$ cat src/rtl/tdm_demux_4ch.sv
// Receive side of a 4:1 TDM link: steers slot-ordered samples into four lanes and publishes whole frames.
// Defining TDM_DEMUX_PARITY_EN adds the din_par input and per-sample even-parity checking.
module tdm_demux_4ch #(
    parameter int WIDTH = 1
) (
    input  logic               clk,
    input  logic               rst_n,
    input  logic [WIDTH-1:0]   din,
    input  logic               din_valid,
    input  logic               frame_start,
`ifdef TDM_DEMUX_PARITY_EN
    input  logic               din_par,
`endif
    output logic [4*WIDTH-1:0] dout,
    output logic               frame_valid,
    output logic [1:0]         sel,
    output logic               frame_err,
    output logic               busy
);

    typedef enum logic {
        IDLE,
        COLLECT
    } state_t;

    state_t             r_state;
    logic [1:0]         r_slot;
    logic [WIDTH-1:0]   r_lane0;
    logic [WIDTH-1:0]   r_lane1;
    logic [WIDTH-1:0]   r_lane2;
    logic [4*WIDTH-1:0] r_dout;
    logic               r_frame_valid;
    logic               r_frame_err;
    logic               w_frame_bad;

`ifdef TDM_DEMUX_PARITY_EN
    logic w_par_bad;
    logic r_bad;

    assign w_par_bad   = din_par ^ (^din);
    assign w_frame_bad = r_bad | w_par_bad;

    // Sticky per-frame parity flag; restarts with every frame_start and clears on completion.
    always_ff @(posedge clk or negedge rst_n) begin
        if (!rst_n) begin
            r_bad <= 1'b0;
        end else if (din_valid) begin
            if (frame_start) begin
                r_bad <= w_par_bad;
            end else if (r_state == COLLECT) begin
                r_bad <= (r_slot == 2'd3) ? 1'b0 : w_frame_bad;
            end
        end
    end
`else
    assign w_frame_bad = 1'b0;
`endif

    always_ff @(posedge clk or negedge rst_n) begin
        if (!rst_n) begin
            r_state       <= IDLE;
            r_slot        <= 2'd0;
            r_lane0       <= '0;
            r_lane1       <= '0;
            r_lane2       <= '0;
            r_dout        <= '0;
            r_frame_valid <= 1'b0;
            r_frame_err   <= 1'b0;
        end else begin
            r_frame_valid <= 1'b0;
            r_frame_err   <= 1'b0;
            if (din_valid) begin
                case (r_state)
                    IDLE: begin
                        if (frame_start) begin
                            r_lane0 <= din;
                            r_slot  <= 2'd1;
                            r_state <= COLLECT;
                        end else begin
                            r_frame_err <= 1'b1;
                        end
                    end
                    COLLECT: begin
                        // A frame_start mid-frame abandons the partial frame and restarts at lane0.
                        if (frame_start) begin
                            r_frame_err <= 1'b1;
                            r_lane0     <= din;
                            r_slot      <= 2'd1;
                        end else begin
                            case (r_slot)
                                2'd1: begin
                                    r_lane1 <= din;
                                    r_slot  <= 2'd2;
                                end
                                2'd2: begin
                                    r_lane2 <= din;
                                    r_slot  <= 2'd3;
                                end
                                2'd3: begin
                                    if (w_frame_bad) begin
                                        r_frame_err <= 1'b1;
                                    end else begin
                                        r_dout        <= {din, r_lane2, r_lane1, r_lane0};
                                        r_frame_valid <= 1'b1;
                                    end
                                    r_slot  <= 2'd0;
                                    r_state <= IDLE;
                                end
                                default: begin
                                    r_lane0 <= din;
                                    r_slot  <= 2'd1;
                                end
                            endcase
                        end
                    end
                    default: begin
                        r_state <= IDLE;
                        r_slot  <= 2'd0;
                    end
                endcase
            end
        end
    end

    assign dout        = r_dout;
    assign frame_valid = r_frame_valid;
    assign frame_err   = r_frame_err;
    assign sel         = r_slot;
    assign busy        = (r_state == COLLECT);

endmodule

$ cat config.mk
export PLATFORM = sky130hd
export DESIGN_NAME = tdm_demux_4ch
export DESIGN_NICKNAME = d
export VERILOG_FILES = /design/src/rtl/tdm_demux_4ch.sv
export SDC_FILE = /design/constraint.sdc
export NUM_CORES = 1
export LEC_CHECK = 0
export BUFFER_PORTS_ARGS = -buffer_cell sky130_fd_sc_hd__buf_2
export CAP_MARGIN = 10
export CORE_AREA = 3 3 40 42
export DETAILED_ROUTE_END_ITERATION = 12
export DIE_AREA = 0 0 43 45
export GPL_ROUTABILITY_DRIVEN = 0
export PLACE_DENSITY = 0.8
export SYNTH_ARGS = -nofsm -noshare
export SYNTH_HDL_FRONTEND = slang
export SYNTH_SLANG_ARGS = --single-unit
$ cat constraint.sdc
create_clock -name clk -period 1.3 [get_ports clk]
set_input_delay 0.26 -clock clk [delete_from_list [all_inputs] [get_ports clk]]
set_output_delay 0.26 -clock clk [all_outputs]
set_load 0.02 [all_outputs]
==> impl_results.md, run 1 <==
- Post-DRT Antenna Nets: 0
- Seq/Total Area, Yosys: 0.4908
- CTS clk-pin slew, worst paths: ~0.070 ns
- Final instance count without filler cells: 77
- N_diodes: 0
- Crit path time final: 1.246 ns
- Initial Util: 0.4761
- Die area: 1935 sq um
- RSZ-0062 raised after global routing: false
- Post-synthesis cell type count: 19
- CP cell instances: ha_2 -> nand4b_4 -> mux2_4
- Startpoint Class: flip-flop
- Worst Path Max Fanout: 5
- Num CTS Buffers: 3
- Via density: 5.247
- Slew @ Worst Pin: roughly 0.25 ns
- Ratio of cells with drive above 1 in the final layout: 0.4839
- Cell leakage power: 0.3873 nW
- DP HPWL: between 800 and 900 um
- GRT Resource Usage Total: 0.1344
- Post-synth design cell area: 611.8 sq um
- Largest net degree at the start of global routing: 13
- FF+latch count, synth: 12
- Synth Net Count: 56
- Drt wl/cell: about 14 um
- Cell family with most CP delay: flip-flops
- Worst-Skew Late Latency: 0.27 ns
- WL final: 1.089 mm
- Hold Crit Class: input port to flip-flop
- Initial antenna violation count: 0
- Ports: 14
- First-pass DRT Iterations: 2
- Setup Skew: 0.005809 ns
- Critical Path Max Stage Delay: 0.41 ns
- PwrDens: 2146 nW/um^2
- PnR worst setup slack: 0.05423 ns
- Vias in the first global route: 403
- Worst r2r src: sel[0]$_DFFE_PN0P_
- Clock tree buffer depth: 2
- Place WS: 0.02904 ns
- Post-route DRC violation count: 0
- Max-slew violations: 0
- # nets final: 73
- CTS sink cnt: 12
- Status: completed
- Rel. slew slack: 0.8305
- Worst EP arrival: 1.40 ns
- Syn_area_per_cell: between 10 and 15 sq um
- Core ar.: ~1300 sq um
- H-tree depth: 1
- Final worst path period share: 0.9583
- WS Path Type: flip-flop to flip-flop
- Hold Path Origin: din
- Max IR drop VDD: 0.8509 mV
- Final setup viols: 0
- Number of max-cap violations: 0
- Crit-path slowest cell: dfrtp_2
- Root Buffer: clkbuf_4
- Routed vias: 404
- First-pass GRT wire length: between 1.5 and 2 mm
- Hold Fails Final Rpt: 0
- Critical Path End Type: flip-flop
- Buffers and inverters on the worst path: 0
- Data required, critical path: 1.45 ns
- Row Count: 13
- DIE HEIGHT: 45 um
- Setup TNS Final: 0 ns
- Die W: around 43 um
- CTS tree: done
- Ys Warns: 0
- Port bufs: 13
- Placed Instances: ~70
- Worst Setup SP: sel[0]$_DFFE_PN0P_
- F_max: 802.7 MHz
- Area growth syn-to-layout: 19.63%
- Synthesized instance count: 46
- GR Overflow Total: 0
- Post-CTS Setup Inserts: 0
- 1st-iter DRT viols: 4
[layout make-up]
type / count / area (sq um)
Inverter: 5 / 18.77
Fill cell: 114 / 553.0
Timing Repair Buffer: 14 / 75.07
Multi-Input combinational cell: 27 / 289.0
Sequential cell: 12 / 304.0
Tap cell: 15 / 18.77
Clock buffer: 4 / 26.28
[worst paths after layout]
check | slack, ns | depth (start not counted) | to
min | 0.28 | 3 | r_lane0$_DFFE_PN0P_
min reg2reg | 0.51 | 1 | dout[3]$_DFFE_PN0P_
min in group asynchronous | 0.38 | 2 | dout[1]$_DFFE_PN0P_
max in group asynchronous | 0.69 | 2 | busy$_DFFE_PN0P_
max reg2reg | 0.05 | 3 | dout[2]$_DFFE_PN0P_
max | 0.05 | 3 | dout[2]$_DFFE_PN0P_
[registers in the layout (all words and copies together) (netlist names)]
register,flops
frame_err,1
r_lane0,1
busy,1
dout,4
frame_valid,1
r_lane2,1
sel,2
r_lane1,1
[layer usage]
layer | share of wire | wire length, um | track usage | vias up
met3 | 0.051 | 56 | 0.02390 | 2
li1 | - | - | - | 191
met4 | 0.020 | 22 | 0.09036 | 0
met1 | 0.44 | 481 | 0.1688 | 197
met5 | 0 | 0 | 0 | -
met2 | 0.48 | 528 | 0.2126 | 14
[worst min-delay path, stage by stage]
cell       delay [ns]
buf_2            0.12
nand2_1          0.07
o2bb2ai_1        0.06
[cell usage after synthesis (all sizes together)]
cell      n  area [sq um]
nand3b    1         7.510
nor4b     1         8.760
dfrtp    12         300.3
a22o      1         8.760
nand3     1         5.000
nand2b    1         6.260
o2bb2ai   1         8.760
a21boi    1         7.510
nor2b     1         6.260
mux2i     2         20.02
mux2      6         82.58
buf       2         15.01
ha        5         62.56
nand2     2         7.510
inv       5         18.77
a21oi     1         5.000
nand4b    3         41.29
[power by group]
group / switching, mW / internal [mW] / total, mW
Combinational: 0.350 / 0.314 / 0.664
Sequential: 0.140 / 0.532 / 0.672
Clock: 0.116 / 0.119 / 0.235
[cells by family after synthesis]
family          count (synthesis)  share of synthesized area
compound gates                  4                    0.04908
fa+ha+maj                       5                     0.1022
mux                             8                     0.1677
buf+inv                         7                    0.05521
simple gates                   10                     0.1350
flops                          12                     0.4908
[through the flow]
step / instance area, sq um / hold slack [ns] / total power [mW] / util
2_1_floorplan: 614.3 / -0.03559 / 1.122 / -
3_3_place_gp: 683.2 / 0.1446 / 1.286 / 0.5316
6_report: 732.0 / 0.2814 / 1.571 / 0.5696
3_5_place_dp: 683.2 / 0.1450 / 1.325 / 0.5316
5_1_grt: 732.0 / 0.2729 / 1.684 / 0.5696
4_1_cts: 720.7 / 0.2691 / 1.574 / 0.5609
[cells in the final DEF, fill, tap and decap left out]
cell type	synthesis	final
inv_1	5	4
mux2i_1	2	2
a21boi_0	1	1
buf_2	0	13
ha_2	0	2
nand2_1	2	2
a22o_1	1	1
o2bb2ai_1	1	1
nand4b_1	2	2
nand3_1	1	1
clkbuf_1	0	1
nand3b_1	1	1
clkbuf_4	0	3
a21oi_1	1	1
nor4b_2	0	1
ha_1	5	3
dfrtp_1	12	9
nand4b_4	1	1
dfrtp_2	0	3
nor2b_1	1	1
nand2b_1	1	1
dlygate4sd3_1	0	1
mux2_2	2	2
mux2_4	4	4
inv_2	0	1
[repair_timing]
action	4_1_cts	5_1_grt
endpoints found under the setup margin	1	4
hold buffers	1	0
resized for setup	1	4
hold endpoints to repair	12	0
pin swaps	0	0
Power figures use the tool's default switching activity.
==> run 2, diff against run 1 <==
==> config.mk (replaced) <==
export PLATFORM = sky130hd
export DESIGN_NAME = tdm_demux_4ch
export DESIGN_NICKNAME = d
export VERILOG_FILES = /design/src/rtl/tdm_demux_4ch.sv
export SDC_FILE = /design/constraint.sdc
export NUM_CORES = 1
export LEC_CHECK = 0
export CAP_MARGIN = 10
export CORE_AREA = 3 3 40 42
export DETAILED_ROUTE_END_ITERATION = 12
export DIE_AREA = 0 0 43 45
export DONT_BUFFER_PORTS = 1
export GPL_ROUTABILITY_DRIVEN = 0
export PLACE_DENSITY = 0.71
export SYNTH_ARGS = -nofsm -noshare
export SYNTH_HDL_FRONTEND = slang
export SYNTH_SLANG_ARGS = --single-unit
==> impl_results.md, run 2 (same netlist as run 1, synthesis figures left out) <==
- Reg2reg setup slack: 0.07 ns (+0.02 ns)
- 1st-iter DRT viols: 3 (-1)
- Die area: 1935 sq um (unchanged)
- Ratio of cells with drive above 1 in the final layout: 0.3462 (-0.1377)
- N_diodes: 0 (unchanged)
- Setup TNS Final: 0 ns (unchanged)
- DP HPWL: 801.6 um (-7.2%)
- Routed vias: 356 (-12%)
- Worst r2r src: sel[0]$_DFFE_PN0P_
- Critical Path End Type: flip-flop
- Startpoint Class: flip-flop
- Max-slew violations: 0 (unchanged)
- Status: completed
- Number of max-cap violations: 0 (unchanged)
- Setup Skew: 0.0008465 ns (-0.004962 ns)
- GRT Resource Usage Total: 0.1283 (-0.006134)
- Fillers: 107 (-6.1%)
- Ports: 14 (unchanged)
- Max FFs per register: 4 (unchanged)
- Num CTS Buffers: 3 (unchanged)
- Hold Path Origin: frame_start
- Rel. slew slack: 0.6592 (-0.1713)
- GR Overflow Total: 0 (unchanged)
- Hold path endpoint: busy$_DFFE_PN0P_
- F_max: 813.8 MHz (+1.4%)
- Port bufs: 0 (-13)
- Worst hold path depth: 1 (-2)
- WS Path Type: flip-flop to flip-flop
- Root Buffer: clkbuf_4
- Worst EP arrival: 1.38 ns (-0.02 ns)
- Commonest cells after routing, fill and taps aside: dfrtp_1 (9), inv_1 (4), mux2_4 (4), ha_1 (4)
- Met1 global-route usage: 0.1504 (-0.01839)
- Power Total: 1.499 mW (-4.6%)
- Most common cell after layout, fill and taps aside: dfrtp_1
- Via density: 5.313 (+1.3%)
- Post-route DRC violation count: 0 (unchanged)
- Worst-case reg-to-reg path depth: 4 (+1)
- Final setup viols: 0 (unchanged)
- Data required, critical path: 1.46 ns (about the same)
- WL final: 1.036 mm (-4.9%)
- DIE HEIGHT: 45 um (unchanged)
- Max IR drop VDD: 0.7122 mV (-16%)
- PwrDens: 2203 nW/um^2 (+2.6%)
- GR met3 Demand/Resource: 0.03586 (+0.01195)
- FF-to-FF End: r_lane2$_DFFE_PN0P_
- H-tree depth: 1 (unchanged)
- First-pass DRT Iterations: 4 (+2)
- Final worst path period share: 0.9452 (-0.01309)
- Largest net degree at the start of global routing: 13 (unchanged)
- Hold Fails Final Rpt: 0 (unchanged)
- Die W: 43 um (unchanged)
- Met2 Resource Use GR: 0.2036 (-0.008982)
- Crit path time final: 1.229 ns (-0.01701 ns)
- Clock tree buffer depth: 2 (unchanged)
- Post-CTS Setup Inserts: 0 (unchanged)
- Area growth syn-to-layout: 11.25%
- Hold Crit Class: input port to flip-flop
- Worst-Skew Late Latency: 0.27 ns (about the same)
- Post-DRT Antenna Nets: 0 (unchanged)
- Grt peak-use layer: met2
- Core ar.: 1285 sq um (unchanged)
- Cell leakage power: 0.3455 nW (-11%)
- CTS clk-pin slew, worst paths: 0.07 ns (about the same)
- # nets final: 63 (-14%)
- Slew @ Worst Pin: 0.5095 ns (+0.2552 ns)
- Initial antenna violation count: 0 (unchanged)
- Initial Util: 0.4761 (unchanged)
- Vias in the first global route: 356 (-12%)
- Row Count: 13 (unchanged)
- Worst Path Max Fanout: 4 (-1)
- CTS sink cnt: 12 (unchanged)
- First-pass GRT wire length: 1.725 mm (-6.7%)
- RSZ-0062 raised after global routing: false
- CTS tree: done
- Drt wl/cell: 15.46 um (+9.3%)
run 2: cell types whose count changed in the layout (fill, tap and decap cells not counted), sizes merged:
cell,delta
buf,-10
run 2: final cells by class:
type                       count  area (sq um)  share of cell area
sequential                    12         304.0              0.4467
multi-input combinational     27         280.3              0.4118
timing repair buffer           4         32.53             0.04779
clock buffer                   4         26.28             0.03860
inverter                       5         18.77             0.02757
tap                           15         18.77             0.02757
run 2: metal layers:
metal,vias to the layer above,wire (um)
met4,0,17
li1,170,-
met3,2,40
met5,-,0
met2,11,520
met1,173,457
run 2: repair_timing:
action,4_1_cts,5_1_grt
resized for setup,0,3
hold endpoints to repair,12,0
hold buffers,1,0
endpoints found under the setup margin,0,6
run 2: worst max-delay path by stage:
stage | start | endpoint | depth (start not counted)
2_1_floorplan | sel[0]$_DFFE_PN0P_ | dout[0]$_DFFE_PN0P_ | 3
4_1_cts | busy$_DFFE_PN0P_ | busy | 1
5_1_grt | sel[0]$_DFFE_PN0P_ | r_lane2$_DFFE_PN0P_ | 4
3_5_place_dp | sel[0]$_DFFE_PN0P_ | dout[2]$_DFFE_PN0P_ | 3
6_report | sel[0]$_DFFE_PN0P_ | r_lane2$_DFFE_PN0P_ | 4
3_3_place_gp | sel[0]$_DFFE_PN0P_ | r_lane2$_DFFE_PN0P_ | 4
run 2: power by group:
group,switching [mW],total (mW),internal (mW),leakage (nW)
logic,0.217,0.492,0.274,0.185
registers,0.242,0.774,0.531,0.146
clock network,0.115,0.234,0.119,0.0150
total,0.575,1.50,0.925,0.346
run 2: stage by stage:
stage	worst slack, ns	instances	hold slack, ns	area, sq um	util
CTS	0.006885	67	0.1248	676.9	0.5268
finish	0.07124	67	0.1334	680.7	0.5297
global placement	0.04860	62	-0.03534	640.6	0.4985
floorplan	0.04745	46	-0.03559	614.3	-
global route	0.005166	67	0.1227	680.7	0.5297
detailed placement	0.04226	62	-0.03533	640.6	0.4985
run 2: critical path: stages, from the launching register on:
cell and delay (ns):
dfrtp_2 0.41, inv_2 0.06, ha_1 0.21, nand4b_1 0.11, mux2_2 0.33
==> run 3, diff against run 2 <==
--- a/config.mk
+++ b/config.mk
@@ -11,7 +11,7 @@
 export DIE_AREA = 0 0 43 45
 export DONT_BUFFER_PORTS = 1
 export GPL_ROUTABILITY_DRIVEN = 0
-export PLACE_DENSITY = 0.71
+export PLACE_DENSITY_LB_ADDON = 0.3
 export SYNTH_ARGS = -nofsm -noshare
 export SYNTH_HDL_FRONTEND = slang
 export SYNTH_SLANG_ARGS = --single-unit
==> impl_results.md, run 3 (same netlist as run 1, synthesis figures left out) <==
- Status: completed
- Reg2reg setup slack: 0.04 ns (-0.03 ns)
- First-pass GRT wire length: 1.959 mm (+14%)
- DIE HEIGHT: 45 um (unchanged)
- CTS sink cnt: 12 (unchanged)
- Final instance count without filler cells: 69 (+3.0%)
- First-pass DRT Iterations: 4 (unchanged)
- Area growth syn-to-layout: 16.36%
- Drt wl/cell: 15.88 um (+2.7%)
- Routed vias: 376 (+5.6%)
- Hold Crit Class: input port to flip-flop
- Commonest cells after routing, fill and taps aside: dfrtp_1 (9), buf_4 (5), inv_1 (4), mux2_4 (4), ha_1 (4)
- Worst EP arrival: 1.41 ns (+0.03 ns)
- Port bufs: 0 (unchanged)
- Final worst path period share: 0.9673 (+0.02207)
- Post-route DRC violation count: 0 (unchanged)
- Startpoint Class: flip-flop
- Max-slew violations: 0 (unchanged)
- Root Buffer: clkbuf_4
- Grt peak-use layer: met2
- CTS tree: done
- Number of max-cap violations: 0 (unchanged)
- Most common cell after layout, fill and taps aside: dfrtp_1
- Critical Path End Type: flip-flop
- Via density: 5.449 (+2.6%)
- Initial antenna violation count: 0 (unchanged)
- Crit path time final: 1.257 ns (+0.02869 ns)
- Die area: 1935 sq um (unchanged)
- Num CTS Buffers: 3 (unchanged)
- PwrDens: 2235 nW/um^2 (+1.5%)
- CTS clk-pin slew, worst paths: 0.07 ns (about the same)
- H-tree depth: 1 (unchanged)
- Worst-Skew Late Latency: 0.27 ns (about the same)
- Largest net degree at the start of global routing: 13 (unchanged)
- WL final: 1.096 mm (+5.8%)
- Initial Util: 0.4761 (unchanged)
- N_diodes: 0 (unchanged)
- Setup TNS Final: 0 ns (unchanged)
- Finished layout cell area: 711.9 sq um (+4.6%)
- Hold Fails Final Rpt: 0 (unchanged)
- Worst Path Max Fanout: 5 (+1)
- Final setup viols: 0 (unchanged)
- Data required, critical path: 1.45 ns (about the same)
- Cell leakage power: 0.3623 nW (+4.8%)
- Placed Area: 648.1 sq um (+1.2%)
- # nets final: 65 (+3.2%)
- Clock tree buffer depth: 2 (unchanged)
- DP HPWL: 824.7 um (+2.9%)
- F_max: 795.3 MHz (-2.3%)
- Ports: 14 (unchanged)
- Core ar.: 1285 sq um (unchanged)
- CP cell instances: ha_1 -> nand4b_4 -> mux2_4
- Met2 Resource Use GR: 0.2335 (+0.02994)
- Vias in the first global route: 441 (+24%)
- Die W: 43 um (unchanged)
- GRT Resource Usage Total: 0.1380 (+0.009777)
- Post-DRT Antenna Nets: 0 (unchanged)
- Row Count: 13 (unchanged)
- Met1 global-route usage: 0.1468 (-0.003610)
- Ratio of cells with drive above 1 in the final layout: 0.4074 (+0.06125)
- Slew @ Worst Pin: 0.5544 ns (+0.04486 ns)
- Crit-path slowest cell: dfrtp_2
- GR met3 Demand/Resource: 0.05976 (+0.02390)
- WS Path Type: flip-flop to flip-flop
- Max FFs per register: 4 (unchanged)
- Rel. slew slack: 0.6292 (-0.03001)
- Critical Path Max Stage Delay: 0.44 ns (+0.03 ns)
- Placed Instances: 63 (+1.6%)
- 1st-iter DRT viols: 10 (+7)
- Max IR drop VDD: 1.068 mV (+50%)
- GR Overflow Total: 0 (unchanged)
- Setup Skew: 0.002502 ns (+0.001656 ns)
[run 3: timing repair]
item	4_1_cts	5_1_grt
hold endpoints to repair	12	0
setup buffers	0	1
resized for setup	0	4
hold buffers	1	0
endpoints found under the setup margin	0	3
[run 3: layer usage]
layer / up-vias / wire length (um) / share of wire
met2: 15 / 556 / 0.51
li1: 174 / - / -
met1: 185 / 441 / 0.40
met3: 2 / 92 / 0.084
met5: - / 0 / 0
met4: 0 / 6 / 0.0055
[run 3: final timing paths]
path,from,to,cells past startpoint
min reg2reg,r_lane1$_DFFE_PN0P_,dout[1]$_DFFE_PN0P_,1
min,frame_start,busy$_DFFE_PN0P_,1
min in group asynchronous,rst_n,r_lane1$_DFFE_PN0P_,1
max in group asynchronous,rst_n,sel[0]$_DFFE_PN0P_,1
max reg2reg,sel[0]$_DFFE_PN0P_,dout[0]$_DFFE_PN0P_,3
max,sel[0]$_DFFE_PN0P_,dout[0]$_DFFE_PN0P_,3
[run 3: final cells by class]
class | instances | area (sq um)
timing repair buffer | 6 | 47.55
sequential | 12 | 304.0
clock buffer | 4 | 36.28
multi-input combinational | 27 | 286.5
tap | 15 | 18.77
fill | 101 | 573.1
inverter | 5 | 18.77
[run 3: report_power, final]
part	internal, mW	leakage, nW	switching, mW
Combinational	0.309	0.196	0.230
Clock	0.170	0.0210	0.119
Sequential	0.531	0.146	0.232
[run 3: metrics by stage]
step,hold WS [ns],util,power [mW],setup WS [ns]
2_1_floorplan,-0.03559,-,1.122,0.04745
3_3_place_gp,-0.03531,0.5044,1.240,0.07332
3_5_place_dp,-0.03527,0.5044,1.270,0.02328
4_1_cts,0.1239,0.5404,1.572,0.006722
5_1_grt,0.1216,0.5540,1.712,-0.007397
6_report,0.1291,0.5540,1.591,0.04255
[run 3: critical path, delay by kind of cell, from the launching register on]
kind / cells / cell delay (ns)
adders and majority gates: 1 / 0.25
and+or+nand+nor: 1 / 0.14
DFF: 1 / 0.44
muxes: 1 / 0.31
